==> config.mk <==
export PLATFORM = sky130hd
export DESIGN_NAME = seq_detect_gen
export DESIGN_NICKNAME = d
export VERILOG_FILES = /design/src/rtl/seq_detect_gen.sv
export SDC_FILE = /design/constraint.sdc
export NUM_CORES = 1
export LEC_CHECK = 0
export ABC_AREA = 1
export CORE_AREA = 4 4 41 43
export CTS_CLUSTER_DIAMETER = 80
export DETAILED_ROUTE_END_ITERATION = 7
export DIE_AREA = 0 0 45 47
export GPL_TIMING_DRIVEN = 0
export REMOVE_ABC_BUFFERS = 1
export SETUP_SLACK_MARGIN = 0.4
export SLEW_MARGIN = 20
export SYNTH_ARGS = -nofsm -noshare
export SYNTH_HDL_FRONTEND = slang
export SYNTH_SLANG_ARGS = --single-unit
==> constraint.sdc <==
create_clock -name CLK -period 2.3 [get_ports CLK]
set_input_delay 0.46 -clock CLK [delete_from_list [all_inputs] [get_ports CLK]]
set_output_delay 0.46 -clock CLK [all_outputs]
set_load 0.005 [all_outputs]
==> src/rtl/seq_detect_gen.sv <==
// Serial pattern detector with PAT_W-bit window and fill count; optional saturating match counter (SEQ_DETECT_GEN_CNT_EN).
// Latency: Out1 pulses one cycle after the sample that completes the pattern.
// Backpressure: none; En gates sampling and Clr synchronously clears state.
module seq_detect_gen #(
    parameter int             PAT_W   = 4,
    parameter logic [PAT_W-1:0] PATTERN = 4'b1011,
    parameter int             OVERLAP = 1,
    parameter int             CNT_W   = 8
) (
    input  logic             CLK,
    input  logic             RST,
    input  logic             En,
    input  logic             Clr,
    input  logic             In1,
    output logic             Out1,
    output logic             Busy,
    output logic [CNT_W-1:0] MatchCnt
);

    localparam int FILL_W = $clog2(PAT_W + 1);
    localparam logic [FILL_W-1:0] FULL = FILL_W'(PAT_W);

    logic [PAT_W-1:0]  win;
    logic [PAT_W-1:0]  win_d;
    logic [FILL_W-1:0] fill;
    logic [FILL_W-1:0] fill_inc;
    logic [FILL_W-1:0] fill_d;
    logic              hit;
    logic              out_q;
    logic              busy_q;

    always_comb begin
        win_d    = win;
        fill_d   = fill;
        fill_inc = (fill == FULL) ? fill : fill + 1'b1;
        hit      = 1'b0;
        if (Clr) begin
            win_d  = '0;
            fill_d = '0;
        end else if (En) begin
            win_d  = {win[PAT_W-2:0], In1};
            hit    = (win_d == PATTERN) && (fill_inc == FULL);
            // Non-overlapping mode restarts the fill so no bit is shared between matches.
            fill_d = (hit && (OVERLAP == 0)) ? '0 : fill_inc;
        end
    end

    always_ff @(posedge CLK or negedge RST) begin
        if (!RST) begin
            win    <= '0;
            fill   <= '0;
            out_q  <= 1'b0;
            busy_q <= 1'b0;
        end else begin
            win    <= win_d;
            fill   <= fill_d;
            out_q  <= hit;
            busy_q <= (fill_d != '0);
        end
    end

    assign Out1 = out_q;
    assign Busy = busy_q;

`ifdef SEQ_DETECT_GEN_CNT_EN
    logic [CNT_W-1:0] cnt;

    always_ff @(posedge CLK or negedge RST) begin
        if (!RST) begin
            cnt <= '0;
        end else if (Clr) begin
            cnt <= '0;
        end else if (hit && (cnt != {CNT_W{1'b1}})) begin
            cnt <= cnt + 1'b1;
        end
    end

    assign MatchCnt = cnt;
`else
    assign MatchCnt = '0;
`endif

endmodule

==> results_dict.tcl, run 1 <==
set metrics [dict create \
    status "finished clean" \
    cp-start-kind "flip-flop" \
    viasPerCell 4.09 \
    die_w_um 45 \
    wl_per_cell_um 9.78 \
    synth_top_area_cell "dfrtp_1" \
    fin_crit_ns 1.53 \
    num-nets-final 74 \
    rows 13 \
    dieHeight_um 47 \
    wirelength_um 782 \
    grt_overflow 0 \
    insertion_delay_ns 0.24 \
    rsz0062_at_grt "false" \
    cts_tree "yes" \
    power.share.switching 0.248 \
    cap_violations 0 \
    cp_num_buf_inv 1 \
    critPathSlowestCell "clkdlybuf4s50_1" \
    setup_tns_ns 0 \
    yosys.area_share.adder 0.0543 \
    preCtsSetupSlack_ns 0.689 \
    max_stage_delay_ns 0.49 \
    p_comb_frac 0.167 \
    hold_violations 0 \
    first_iter_violations 2 \
    ant_nets 0 \
    synthToLayoutAreaGrowth_pct 14.7 \
    yosys_warnings 0 \
    clk_pin_slew_ns 0.05 \
    worstPathMaxFanout 1 \
    crit_arrival_ns 1.07 \
    critPathCaptureType "primary output" \
    drc 0 \
    seqPwrFrac 0.506 \
    peakVddDrop_mv 0.287 \
    synth_top_family_by_area "simple AND/OR/NAND/NOR gates" \
    cts_hold_buf 0 \
    syn_inst 57 \
    clkPwrFrac 0.327 \
    worstHoldPathType "input pin to async pin" \
    io_pins 15 \
    design.core.area_um2 1300 \
    yosysSeqAreaShare 0.435 \
    drv_slew 0 \
    critPathKind "flip-flop to primary output" \
    diodes 0 \
    post-route-period-util 0.665 \
    htree_levels 1 \
    p_total_w 0.000307 \
    synth_cell_types 16 \
    clk_path_buf_depth 2 \
    worst_slack_ns 0.771 \
    p_int_w 0.000231 \
    dieArea_um2 2120 \
    final_cell_mix "10 x nand2_1, 9 x inv_1, 8 x dfrtp_1, 8 x conb_1, 6 x clkdlybuf4s50_1" \
    r2r_slack_ns 1.03 \
    leakage_nw 0.268 \
    cp_top_family "buffers and inverters" \
    track_usage 0.0926 \
    drive_gt1_frac 0.108 \
    first_global_vias 328 \
    muxShareOfSynthArea 0 \
    io_buffers 6 \
    fillCellCount 146 \
    synth_xor_area_frac 0 \
    synth.top_cells.by_area "dfrtp_1 43%, buf_4 13%, nand2_1 8.2%" \
    root_buffer "clkbuf_4" \
    vias 327 \
    hold_slack_ns 0.485 \
    synth.avg_cell_area_um2 8.08 \
    synthSimpleGateAreaFrac 0.234 \
    path_cells "clkdlybuf4s50_1" \
    cts_sinks 8 \
    cp.required_ns 1.84 \
    place.gp.congestion 0.705 \
    netlist.area_leader.share 0.435 \
    cts_buffers 3 \
    start_util 0.354 \
    power.density_nw_per_um2 581 \
    clock.fmax_mhz 654 \
    drtPass1Iterations 3 \
    postCtsSetupRepairBufs 0 \
    grt_pass1_wl_um 1390 \
    dp_hpwl_um 649 \
    setup_viol 0 \
    netlist_area_um2 460 \
    grt_max_degree 9 \
    synth_compound_area_frac 0.0571 \
    clock_skew_ns 0.000221 \
    antenna_found_initial 0 \
    synth_seq_cells 8 \
    final_common_cell "nand2_1" \
    postCtsResizedCells 0 \
    p_sw_w 0.0000760 \
]
==> Yosys cell counts <==
library cell,n
nand4_1,2
ha_1,2
nor2_2,1
o21ai_0,3
buf_4,8
nand2_2,1
inv_2,1
inv_1,9
nand2_1,10
nor2_4,1
o22ai_1,1
dfrtp_1,8
nor2_1,5
nand3_1,3
a21oi_1,1
conb_1,1
==> per-stage QoR <==
| step | cell area [um2] | cells | utilization |
|---|---|---|---|
| floorplan | 427 | 56 | - |
| global placement | 505 | 77 | 0.388 |
| detailed placement | 505 | 77 | 0.388 |
| CTS | 528 | 80 | 0.406 |
| global route | 528 | 80 | 0.406 |
| finish | 528 | 80 | 0.406 |
==> final timing paths <==
| path | from | end | cells past startpoint |
|---|---|---|---|
| max | Out1$_DFF_PN0_ | Out1 | 1 |
| min | RST | Busy$_DFF_PN0_ | 1 |
| max reg2reg | fill[0]$_DFF_PN0_ | Busy$_DFF_PN0_ | 6 |
| min reg2reg | win[2]$_DFFE_PN0P_ | win[2]$_DFFE_PN0P_ | 2 |
| max in group asynchronous | RST | win[1]$_DFFE_PN0P_ | 1 |
| min in group CLK | win[2]$_DFFE_PN0P_ | win[2]$_DFFE_PN0P_ | 2 |
==> cell type report <==
class | instances | area, um2 | share of cell area
clock buffer | 3 | 22.5 | 0.0427
inverter | 10 | 37.5 | 0.0711
multi-input combinational | 38 | 189 | 0.358
sequential | 8 | 200 | 0.379
tap | 15 | 18.8 | 0.0355
timing repair buffer | 6 | 60.1 | 0.114
==> sequential cells by signal (all words and copies together), names as in the netlist <==
signal / count
Busy: 1
Out1: 1
fill: 3
win: 3
==> cells by family after synthesis <==
logic type | after synthesis
AND/OR/NAND/NOR | 23
adder cells (fa/ha/maj) | 2
AO/OA/AOI/OAI | 5
flip-flops | 8
other | 1
buffers and inverters | 18
==> per-layer routing <==
layer | up-vias | global-route usage | wire, um
li1 | 177 | - | -
met1 | 140 | 0.122 | 366
met2 | 10 | 0.138 | 371
met3 | 0 | 0.0115 | 44
met4 | 0 | 0.0702 | 0
met5 | - | 0 | 0
==> power by group through the flow <==
stage | combinational, W | clock, W | sequential (W)
after floorplan | 0.0000278 | 0 | 0.000156
after global placement | 0.0000504 | 0 | 0.000157
after detailed placement | 0.0000514 | 0 | 0.000157
after CTS | 0.0000520 | 0.000108 | 0.000155
after global routing | 0.0000598 | 0.000112 | 0.000156
final | 0.0000512 | 0.000100 | 0.000155
(Power assumes the default switching activity.)
==> run 2, diff against run 1 <==
PLACE_DENSITY = 0.65   (was default)
clock period = 1.3 ns   (was 2.3 ns; I/O delays follow)
==> run 2 against run 1 <==
Cell area grew 13%. Combinational power up 150%. Sequential share of layout area decreased by 4.1 points. Largest cell class is now multi-input combinational cells. Count of clock-buffer cells in the layout did not move. Utilization increased by 5.2 points. Die area stayed put. Worst setup slack lost 0.62 ns. Global-route usage up 1.5 points. Sequential cell count unchanged. Sequential power up 80%. Hold slack lost 0.19 ns.
==> results_dict.tcl, run 2 (synthesis results as in run 1) <==
set metrics [dict create \
    dieArea_um2 2120 \
    leakage_nw 0.296 \
    setup_viol 0 \
    dieHeight_um 47 \
    cts_sinks 8 \
    worstHoldPathType "input pin to async pin" \
    drtPass1Iterations 4 \
    grt_max_degree 9 \
    p_comb_frac 0.217 \
    drive_gt1_frac 0.373 \
    first_iter_violations 5 \
    crit_path_start "fill[0]$_DFF_PN0_" \
    seqPwrFrac 0.479 \
    r2r_slack_ns 0.15 \
    grt_overflow 0 \
    diodes 0 \
    fin_crit_ns 1.15 \
    final-seq-area_um2 201 \
    worst_slack_ns 0.147 \
    die_w_um 45 \
    wl_per_cell_um 10.4 \
    design.core.area_um2 1300 \
    dp_hpwl_um 658 \
    root_buffer "clkbuf_4" \
    viasPerCell 4.37 \
    power.density_nw_per_um2 976 \
    cts_tree "yes" \
    preCtsSetupSlack_ns -0.116 \
    critPathKind "flip-flop to flip-flop" \
    io_buffers 6 \
    critPathCaptureType "flip-flop" \
    post-route-period-util 0.887 \
    p_sw_w 0.000155 \
    wirelength_um 850 \
    clock_skew_ns 0.00202 \
    hold_slack_ns 0.290 \
    hold_violations 0 \
    clk_pin_slew_ns 0.05 \
    rr_endpoint "Busy$_DFF_PN0_" \
    cts_hold_buf 0 \
    first_global_vias 377 \
    final_cell_mix "8 x nand2_1, 8 x conb_1, 7 x dfrtp_1, 7 x inv_1" \
    cp-start-kind "flip-flop" \
    fillCellCount 128 \
    drc 0 \
    antenna_found_initial 0 \
    place.gp.congestion 0.724 \
    cts_buffers 3 \
    clkPwrFrac 0.303 \
    clock.fmax_mhz 868 \
    cp.required_ns 1.43 \
    largest_registers "fill: 3 flops, win: 3 flops" \
    crit_arrival_ns 1.28 \
    synthToLayoutAreaGrowth_pct 29.3 \
    rows 13 \
    start_util 0.354 \
    htree_levels 1 \
    track_usage 0.108 \
    vias 358 \
    power.share.switching 0.268 \
    p_total_w 0.000581 \
    multiInputGateArea_um2 253 \
    insertion_delay_ns 0.24 \
    io_pins 15 \
    p_int_w 0.000426 \
    cap_violations 0 \
    peakVddDrop_mv 0.531 \
    status "finished clean" \
    worstPathMaxFanout 4 \
    rsz0062_at_grt "true" \
    num-nets-final 76 \
    ant_nets 0 \
    r2r_cells 6 \
    fin_util 0.458 \
    clk_path_buf_depth 2 \
    rr_startpoint "fill[0]$_DFF_PN0_" \
    drv_slew 0 \
    grt_pass1_wl_um 1570 \
]
[run 2: cell type report]
class                   instances  area share
well taps                      15      0.0315
repair buffers                  8       0.105
inverters                      10      0.0630
multi-input cells              38       0.424
clock buffers                   3      0.0378
flip-flops and latches          8       0.338
[run 2: power groups by stage]
stage               clock network, W  registers (W)  logic (W)
floorplan                          0       0.000277  0.0000491
global placement                   0       0.000278  0.0000884
detailed placement                 0       0.000279  0.0000902
CTS                         0.000189       0.000277   0.000120
global route                0.000208       0.000280   0.000145
finish                      0.000176       0.000279   0.000126
[run 2: how the worst max path moves through the flow]
stage	end	slack (ns)	cells past startpoint
after global routing	Busy$_DFF_PN0_	0.06	6
after detailed placement	Busy$_DFF_PN0_	-0.12	6
after global placement	Busy$_DFF_PN0_	-0.11	6
final	Busy$_DFF_PN0_	0.15	6
after floorplan	Busy$_DFF_PN0_	0.16	6
after CTS	Busy$_DFF_PN0_	0.12	6
[run 2: critical path, stage by stage, from the launching register on]
cell,delay (ns)
dfrtp_2,0.43
inv_2,0.09
ha_4,0.20
nor2_4,0.09
nor2_2,0.06
nor2_2,0.11
nand2_1,0.06
[run 2: timing repair]
item                                    CTS  global route
resized for setup                        22             5
pin swaps                                 7             3
buffers inserted                          2             0
endpoints found under the setup margin   10             7
[run 2: metrics by stage]
step                area, um2  cells  setup TNS [ns]
floorplan                 427     56               0
global placement          505     77          -0.211
detailed placement        505     77          -0.231
CTS                       588     82               0
global route              596     82               0
finish                    596     82               0
[run 2: routing by layer]
| layer | vias up | wire length, um | global-route usage | share of wire |
|---|---|---|---|---|
| met4 | 0 | 0 | 0.0702 | 0 |
| li1 | 181 | - | - | - |
| met3 | 0 | 44 | 0.0421 | 0.052 |
| met5 | - | 0 | 0 | 0 |
| met1 | 169 | 364 | 0.117 | 0.43 |
| met2 | 8 | 442 | 0.175 | 0.52 |
